File: src/rtl/vector_input_fifo.sv
// Vector input FIFO: circular buffer of N-lane entries with eof tags and a one-cycle read latency.
// Optional IB_DROP_COUNT_EN adds a saturating 16-bit drop_count output.
module vector_input_fifo #(
  parameter int N          = 8,
  parameter int DATA_WIDTH = 32,
  parameter int IB_DEPTH   = 4
) (
  input  logic                             clk,
  input  logic                             rst_n,
  input  logic                             enqueue,
  input  logic                             eof_in,
  input  logic [N-1:0][DATA_WIDTH-1:0]     vector_in,
  input  logic                             dequeue,
  output logic                             valid_out,
  output logic                             eof_out,
  output logic [N-1:0][DATA_WIDTH-1:0]     vector_out,
  output logic                             full,
  output logic                             empty,
  output logic [$clog2(IB_DEPTH):0]        occupancy,
  output logic                             overflow
`ifdef IB_DROP_COUNT_EN
  ,
  output logic [15:0]                      drop_count
`endif
);

  localparam int AW = $clog2(IB_DEPTH);

  logic [N-1:0][DATA_WIDTH-1:0] vec_mem [IB_DEPTH];
  logic                         eof_mem [IB_DEPTH];

  logic [AW-1:0]                head_q, head_d;
  logic [AW-1:0]                tail_q, tail_d;
  logic [AW:0]                  occ_q, occ_d;
  logic                         ovf_q, ovf_d;
  logic                         valid_q, valid_d;
  logic                         eof_q, eof_d;
  logic [N-1:0][DATA_WIDTH-1:0] vout_q, vout_d;

  logic accept, pop, drop;

  assign full      = (occ_q == (AW+1)'(IB_DEPTH));
  assign empty     = (occ_q == '0);
  assign occupancy = occ_q;
  assign overflow  = ovf_q;
  assign valid_out = valid_q;
  assign eof_out   = eof_q;
  assign vector_out = vout_q;

  // Full implies non-empty, so an enqueue at full with dequeue always frees a slot the same edge.
  assign pop    = dequeue && !empty;
  assign accept = enqueue && (!full || dequeue);
  assign drop   = enqueue && full && !dequeue;

  always_comb begin
    head_d  = head_q;
    tail_d  = tail_q;
    occ_d   = occ_q;
    ovf_d   = ovf_q | drop;
    valid_d = pop;
    eof_d   = eof_q;
    vout_d  = vout_q;
    if (accept) head_d = head_q + AW'(1);
    if (pop) begin
      tail_d = tail_q + AW'(1);
      vout_d = vec_mem[tail_q];
      eof_d  = eof_mem[tail_q];
    end
    case ({accept, pop})
      2'b10:   occ_d = occ_q + (AW+1)'(1);
      2'b01:   occ_d = occ_q - (AW+1)'(1);
      default: occ_d = occ_q;
    endcase
  end

  always_ff @(posedge clk or negedge rst_n) begin
    if (!rst_n) begin
      head_q  <= '0;
      tail_q  <= '0;
      occ_q   <= '0;
      ovf_q   <= 1'b0;
      valid_q <= 1'b0;
      eof_q   <= 1'b0;
      vout_q  <= '0;
    end else begin
      head_q  <= head_d;
      tail_q  <= tail_d;
      occ_q   <= occ_d;
      ovf_q   <= ovf_d;
      valid_q <= valid_d;
      eof_q   <= eof_d;
      vout_q  <= vout_d;
    end
  end

  // Storage is left unreset; stale entries are unreachable once the pointers clear.
  always_ff @(posedge clk) begin
    if (accept) begin
      vec_mem[head_q] <= vector_in;
      eof_mem[head_q] <= eof_in;
    end
  end

`ifdef IB_DROP_COUNT_EN
  logic [15:0] drop_cnt_q, drop_cnt_d;

  always_comb begin
    drop_cnt_d = drop_cnt_q;
    if (drop && drop_cnt_q != '1) drop_cnt_d = drop_cnt_q + 16'd1;
  end

  always_ff @(posedge clk or negedge rst_n) begin
    if (!rst_n) drop_cnt_q <= '0;
    else        drop_cnt_q <= drop_cnt_d;
  end

  assign drop_count = drop_cnt_q;
`endif

endmodule
File: config.mk
export PLATFORM = sky130hd
export DESIGN_NAME = vector_input_fifo
export DESIGN_NICKNAME = d
export VERILOG_FILES = /design/src/rtl/vector_input_fifo.sv
export SDC_FILE = /design/constraint.sdc
export NUM_CORES = 1
export LEC_CHECK = 0
export BUFFER_PORTS_ARGS = -buffer_cell sky130_fd_sc_hd__buf_2
export CAP_MARGIN = 20
export CORE_MARGIN = 1.5
export CORE_UTILIZATION = 58
export DETAILED_ROUTE_END_ITERATION = 16
export PLACE_DENSITY = 0.79
export SLEW_MARGIN = 20
export SYNTH_ARGS = -nofsm -noshare
export SYNTH_HDL_FRONTEND = slang
export SYNTH_SLANG_ARGS = --single-unit
File: constraint.sdc
create_clock -name clk -period 8.8 [get_ports clk]
set_clock_uncertainty 0.2 [all_clocks]
set_input_delay 0.88 -clock clk [delete_from_list [all_inputs] [get_ports clk]]
set_output_delay 0.88 -clock clk [all_outputs]
set_load 0.02 [all_outputs]
==> impl_metrics.env, run 1 <==
export IMPL_status="finished clean"
export IMPL_seqPwrFrac_pct=45.6
export IMPL_avgViaCountPerCell=5.75
export IMPL_io_pins=525
export IMPL_synth_avg_cell_area_sq_um=19.1
export IMPL_period_share_pct=43.5
export IMPL_groute_usage_overall_pct=24.8
export IMPL_synth_cell_types=25
export IMPL_drt_initial_drc_count=2118
export IMPL_power_switching_mw=6.24
export IMPL_cp_required_ns=8.89
export IMPL_setup_viol_count_final=0
export IMPL_cts_max_level=3
export IMPL_start_kind="flip-flop"
export IMPL_intPower_mw=13.5
export IMPL_cts_root_buf="clkbuf_16"
export IMPL_initial_utilization_pct=58.5
export IMPL_antenna_left=0
export IMPL_grt_pass1_vias=25618
export IMPL_die_w_um=288
export IMPL_yosys_warnings=0
export IMPL_rows=104
export IMPL_wirelength_um=103000
export IMPL_ir_drop_mv=0.336
export IMPL_hold_buffers=0
export IMPL_cts_buffer_depth=3
export IMPL_dr_pass1_iters=5
export IMPL_drc=0
export IMPL_cap_violations=0
export IMPL_dpl_hpwl_um=58600
export IMPL_synthArstFlopShare_pct=20.6
export IMPL_clk_pin_slew_ns=0.07
export IMPL_relSlewSlack_pct=22.0
export IMPL_maxSlewViolCount=0
export IMPL_cts_tree="yes"
export IMPL_grt_max_degree=176
export IMPL_place_gp_congestion=0.801
export IMPL_worst_slack_ns=4.97
export IMPL_endpoint_kind="flip-flop"
export IMPL_rr_startpoint="occupancy[2]"
export IMPL_cts_sinks=1294
export IMPL_dp_slack_ns=4.60
export IMPL_rsz0062_at_grt="no"
export IMPL_vias=24327
export IMPL_path_max_fanout=47
export IMPL_area_growth_pct=16.7
export IMPL_nNetsFinal=3294
export IMPL_grt_pass1_wl_um=154000
export IMPL_finalHoldViolations=0
export IMPL_antenna_found_initial=44
export IMPL_grt_overflow=0
export IMPL_synth_seq_area_share_pct=79.6
export IMPL_synth_top_area_share_pct=65.5
export IMPL_synth_ff_type="edfxtp_1"
export IMPL_syn_nets=2736
export IMPL_min_path_type="in -> async"
export IMPL_swShare_pct=31.6
export IMPL_synthMostInstantiatedCell="edfxtp_1"
export IMPL_drive_above_1_share_pct=32.1
export IMPL_leakagePower_nw=21.0
export IMPL_fmax_mhz=261
export IMPL_wl_met1_um=38400
export IMPL_clock_power_share_pct=27.2
export IMPL_met3WireLength_um=6810
export IMPL_synthCells=2469
export IMPL_synth_edf_count=1028
export IMPL_core_sq_um=80500
export IMPL_die_h_um=288
export IMPL_powerDensity_nw_per_um2=359
export IMPL_startpoint="occupancy[2]"
export IMPL_critPathArrivalTime_ns=3.92
export IMPL_routed_top_layer="met5"
export IMPL_fin_tns_setup_ns=0
export IMPL_critPathKind="reg -> reg"
export IMPL_synth_area_leader_cell="edfxtp_1"
export IMPL_numCtsBuffers=121
export IMPL_worstSkewPairLatency_ns=0.69
export IMPL_tightest_slew_ns=1.17
export IMPL_post_drt_wl_per_cell_um=24.4
export IMPL_synth_common_cells="edfxtp_1, nand2_1, dfrtp_1"
export IMPL_met2_length_um=53700
export IMPL_syn_area_sq_um=47200
export IMPL_post_cts_resized=0
export IMPL_combPwrFrac_pct=27.2
export IMPL_io_buffer_count=524
export IMPL_ys_seq_elements=1294
export IMPL_die_area_sq_um=83000
export IMPL_cts_setup_buffers=0
export IMPL_synthTopCellsByArea="edfxtp_1, dfrtp_1, mux4_2"
export IMPL_fin_crit_ns=3.83
==> metrics by stage <==
stage                     hold slack (ns)  std cells  util [%]  area, sq um  power (mW)
final                              0.0139       4228      68.3        55000        19.8
after global routing               0.0572       4220      68.3        55000        20.6
after CTS                          0.0303       4191      68.2        54900        19.9
after detailed placement            0.252       3962      63.0        50700        14.5
after global placement              0.252       3962      63.0        50700        14.3
after floorplan                     0.334       2469         -        47200        12.9
==> layer usage <==
layer / global-route usage [%] / up-vias
li1: - / 10435
met1: 32.1 / 12681
met2: 41.7 / 938
met3: 4.68 / 239
met4: 10.8 / 34
met5: 0 / -
==> kinds of logic after synthesis <==
| group | synth area share, % |
|---|---|
| DFF | 79.6 |
| and+or+nand+nor | 6.26 |
| muxes | 12.3 |
| buffers and inverters | 1.49 |
| xor gates and xnor gates | 0.111 |
| adders and majority gates | 0.175 |
| AOI/OAI and AO/OA | 0.0610 |
==> layout make-up <==
class                      count  area [sq um]
clock inverter                53           743
timing repair buffer         549          2940
inverter                       7          33.8
tap                         1060          1330
antenna                       35          87.6
fill                        4962         25500
multi-input combinational   1054          8940
sequential                  1294         37500
clock buffer                 176          3440
==> power by group through the flow <==
| stage | Sequential [mW] | Combinational, mW | Clock, mW |
|---|---|---|---|
| final | 9.01 | 5.38 | 5.37 |
| after global routing | 9.15 | 5.79 | 5.69 |
| after CTS | 9.02 | 5.44 | 5.45 |
| after detailed placement | 9.11 | 5.39 | 0 |
| after global placement | 9.00 | 5.28 | 0 |
| after floorplan | 9.82 | 3.11 | 0 |
==> placed cells by master (no fill, tap or decap), types with 2 or more instances in the layout <==
cell        synthesis  routed
inv_8               0       2
clkbuf_1           16      34
clkinv_2            0      17
dfrtp_4             0       2
and2_4              0       4
ha_1                5       5
inv_1               6       6
dfrtp_1           266     264
clkbuf_16           0     121
xor2_1              2       2
clkbuf_8            0      21
clkinv_1            0       4
xnor2_1             4       4
edfxtp_1         1028    1028
diode_2             0      35
buf_12              0       8
clkinvlp_4          0      10
buf_4               3      15
bufinv_16           0      14
buf_2              56     523
nand2_1           772     772
mux4_2            257     257
inv_6               0       2
clkinv_16           0       3
==> worst max-delay path: stages, from the launching register on <==
cell and delay (ns):
dfrtp_1 0.46, nor4b_1 0.21, nor2b_1 0.48, and2_4 0.65, buf_4 0.69, buf_4 0.66
==> registers in the layout (all words and copies together) (netlist names) <==
signal	count
eof_mem	4
eof_out	1
head_q	2
occupancy	3
overflow	1
tail_q	2
valid_out	1
vec_mem	1024
vector_out	256
==> final timing paths <==
check	endpoint	cells past startpoint	slack (ns)
max	vec_mem[3][207]	5	4.97
min	vector_out[48]	1	0.01
max reg2reg	vec_mem[3][207]	5	4.97
min reg2reg	vector_out[193]	2	0.27
max in group asynchronous	tail_q[1]	2	6.96
min in group clk	vec_mem[0][60]	1	0.20
(Power assumes the default switching activity.)
==> inputs of run 2 (changes only) <==
==> constraint.sdc (replaced) <==
create_clock -name clk -period 3.8 [get_ports clk]
set_clock_uncertainty 0.2 [all_clocks]
set_input_delay 0.38 -clock clk [delete_from_list [all_inputs] [get_ports clk]]
set_output_delay 0.38 -clock clk [all_outputs]
set_load 0.02 [all_outputs]
==> run 2 against run 1 <==
- highest routed layer unchanged
- count of clock-buffer cells in the layout is 12 lower
- sequential share of layout area down 3.6 points
- final cell count increased by 6.9%
- non-clock buffer count increased by 294
- critical path depth down 1
==> impl_metrics.env, run 2 (synthesized netlist as in run 1, its figures left out) <==
export IMPL_status="finished clean"
export IMPL_drt_initial_drc_count=2306
export IMPL_placed_cells=3997
export IMPL_area_growth_pct=23.2
export IMPL_power_switching_mw=14.9
export IMPL_rsz0062_at_grt="no"
export IMPL_initial_utilization_pct=58.5
export IMPL_r2r_end="vec_mem[2][96]"
export IMPL_worstSkewPairLatency_ns=0.68
export IMPL_grt_pass1_wl_um=163000
export IMPL_cts_max_level=3
export IMPL_period_share_pct=75.7
export IMPL_critPathKind="reg -> reg"
export IMPL_maxSlewViolCount=0
export IMPL_rr_startpoint="occupancy[2]"
export IMPL_fin_cells=4521
export IMPL_fmax_mhz=348
export IMPL_fin_crit_ns=2.88
export IMPL_finalHoldViolations=0
export IMPL_ir_drop_mv=0.679
export IMPL_seqPwrFrac_pct=44.9
export IMPL_worstSetupEndpoint="vec_mem[2][96]"
export IMPL_post_drt_wl_per_cell_um=24.5
export IMPL_rows=104
export IMPL_layout_common_cells="edfxtp_1, nand2_1, buf_2"
export IMPL_cap_violations=0
export IMPL_cts_root_buf="clkbuf_16"
export IMPL_antenna_found_initial=34
export IMPL_numCtsBuffers=119
export IMPL_dpl_hpwl_um=63300
export IMPL_final_common_cell="edfxtp_1"
export IMPL_critPathArrivalTime_ns=3.02
export IMPL_antenna_left=0
export IMPL_groute_usage_overall_pct=26.5
export IMPL_start_kind="flip-flop"
export IMPL_grt_overflow=0
export IMPL_swShare_pct=31.9
export IMPL_grt_max_degree=159
export IMPL_io_pins=525
export IMPL_drc=0
export IMPL_regMostFlops="vec_mem"
export IMPL_grt_pass1_vias=27316
export IMPL_cp_required_ns=3.94
export IMPL_die_h_um=288
export IMPL_nNetsFinal=3586
export IMPL_die_area_sq_um=83000
export IMPL_place_gp_congestion=0.809
export IMPL_vias=26023
export IMPL_cts_buffer_depth=3
export IMPL_largest_reg_flops=1024
export IMPL_drive_above_1_share_pct=30.4
export IMPL_io_buffer_count=524
export IMPL_cts_tree="yes"
export IMPL_core_sq_um=80500
export IMPL_die_w_um=288
export IMPL_hold_buffers=261
export IMPL_combPwrFrac_pct=28.3
export IMPL_startpoint="occupancy[2]"
export IMPL_powerDensity_nw_per_um2=801
export IMPL_tightest_slew_ns=1.03
export IMPL_avgViaCountPerCell=5.76
export IMPL_rrSetupSlack_ns=0.92
export IMPL_cts_setup_buffers=0
export IMPL_endpoint_kind="flip-flop"
export IMPL_rr_worst_depth=4
export IMPL_relSlewSlack_pct=31.2
export IMPL_setup_viol_count_final=0
export IMPL_cts_sinks=1294
export IMPL_totalPowerFinal_mw=46.5
export IMPL_wirelength_um=111000
export IMPL_leakagePower_nw=22.4
export IMPL_clock_power_share_pct=26.8
export IMPL_dr_pass1_iters=6
export IMPL_clk_pin_slew_ns=0.06
export IMPL_intPower_mw=31.7
export IMPL_min_path_type="in -> async"
export IMPL_path_max_fanout=59
export IMPL_post_cts_resized=0
## run 2: cell types whose count changed in the layout (fill, tap and decap cells not counted), sizes merged
cell / previous run / this run
inv: 11 / 14
clkbuf: 176 / 164
dlygate4sd3: 0 / 261
bufinv: 14 / 15
diode: 35 / 36
clkinv: 25 / 34
buf: 549 / 582
clkinvlp: 10 / 7
## run 2: how the worst min path moves through the flow
stage | start | endpoint | cells after the start
detailed placement | vector_out[57] | vector_out[57] | 2
CTS | rst_n | vector_out[55] | 2
finish | rst_n | vector_out[55] | 2
global placement | overflow | overflow | 1
global route | rst_n | vector_out[55] | 2
floorplan | rst_n | eof_out | 0
## run 2: metal layers
| metal | vias up | wire length, um | part of all wire, % | GRT usage, % |
|---|---|---|---|---|
| met3 | 294 | 7740 | 7.0 | 4.80 |
| met5 | - | 47 | 0.042 | 0 |
| met2 | 1256 | 57900 | 52 | 45.1 |
| li1 | 11034 | - | - | - |
| met4 | 8 | 4920 | 4.4 | 12.3 |
| met1 | 13431 | 40300 | 36 | 33.4 |
## run 2: cell type report
class / instances / area, sq um
Clock buffer: 164 / 3360
Tap cell: 1060 / 1330
Sequential cell: 1294 / 37500
Antenna cell: 36 / 90.1
Inverter: 7 / 33.8
Fill cell: 4560 / 22400
Multi-Input combinational cell: 1054 / 8940
Timing Repair Buffer: 843 / 6020
Clock inverter: 63 / 803
## run 2: power by group through the flow
stage	sequential, mW	combinational (mW)	clock, mW
finish	20.9	13.2	12.5
floorplan	22.4	7.20	0
detailed placement	21.1	12.8	0
CTS	20.8	13.2	12.6
global route	21.2	14.1	13.1
global placement	20.8	12.6	0
## run 2: worst max-delay path, cell delays in order (launching register included)
cell	delay [ns]
dfrtp_1	0.47
nor4b_1	0.20
nor2b_1	0.52
and2_4	0.65
buf_12	0.41
## run 2: per-stage QoR
stage / setup WS (ns) / hold WS, ns / TNS (ns) / util, % / cell area [sq um]
5_1_grt: 0.781 / 0.214 / 0 / 72.1 / 58100
6_report: 0.924 / 0.118 / 0 / 72.1 / 58100
2_1_floorplan: -1.09 / -0.116 / -1116.23 / - / 47200
4_1_cts: 0.890 / 0.161 / 0 / 72.0 / 58000
3_5_place_dp: 0.958 / 0.257 / 0 / 63.6 / 51200
3_3_place_gp: 1.11 / 0.244 / 0 / 63.6 / 51200
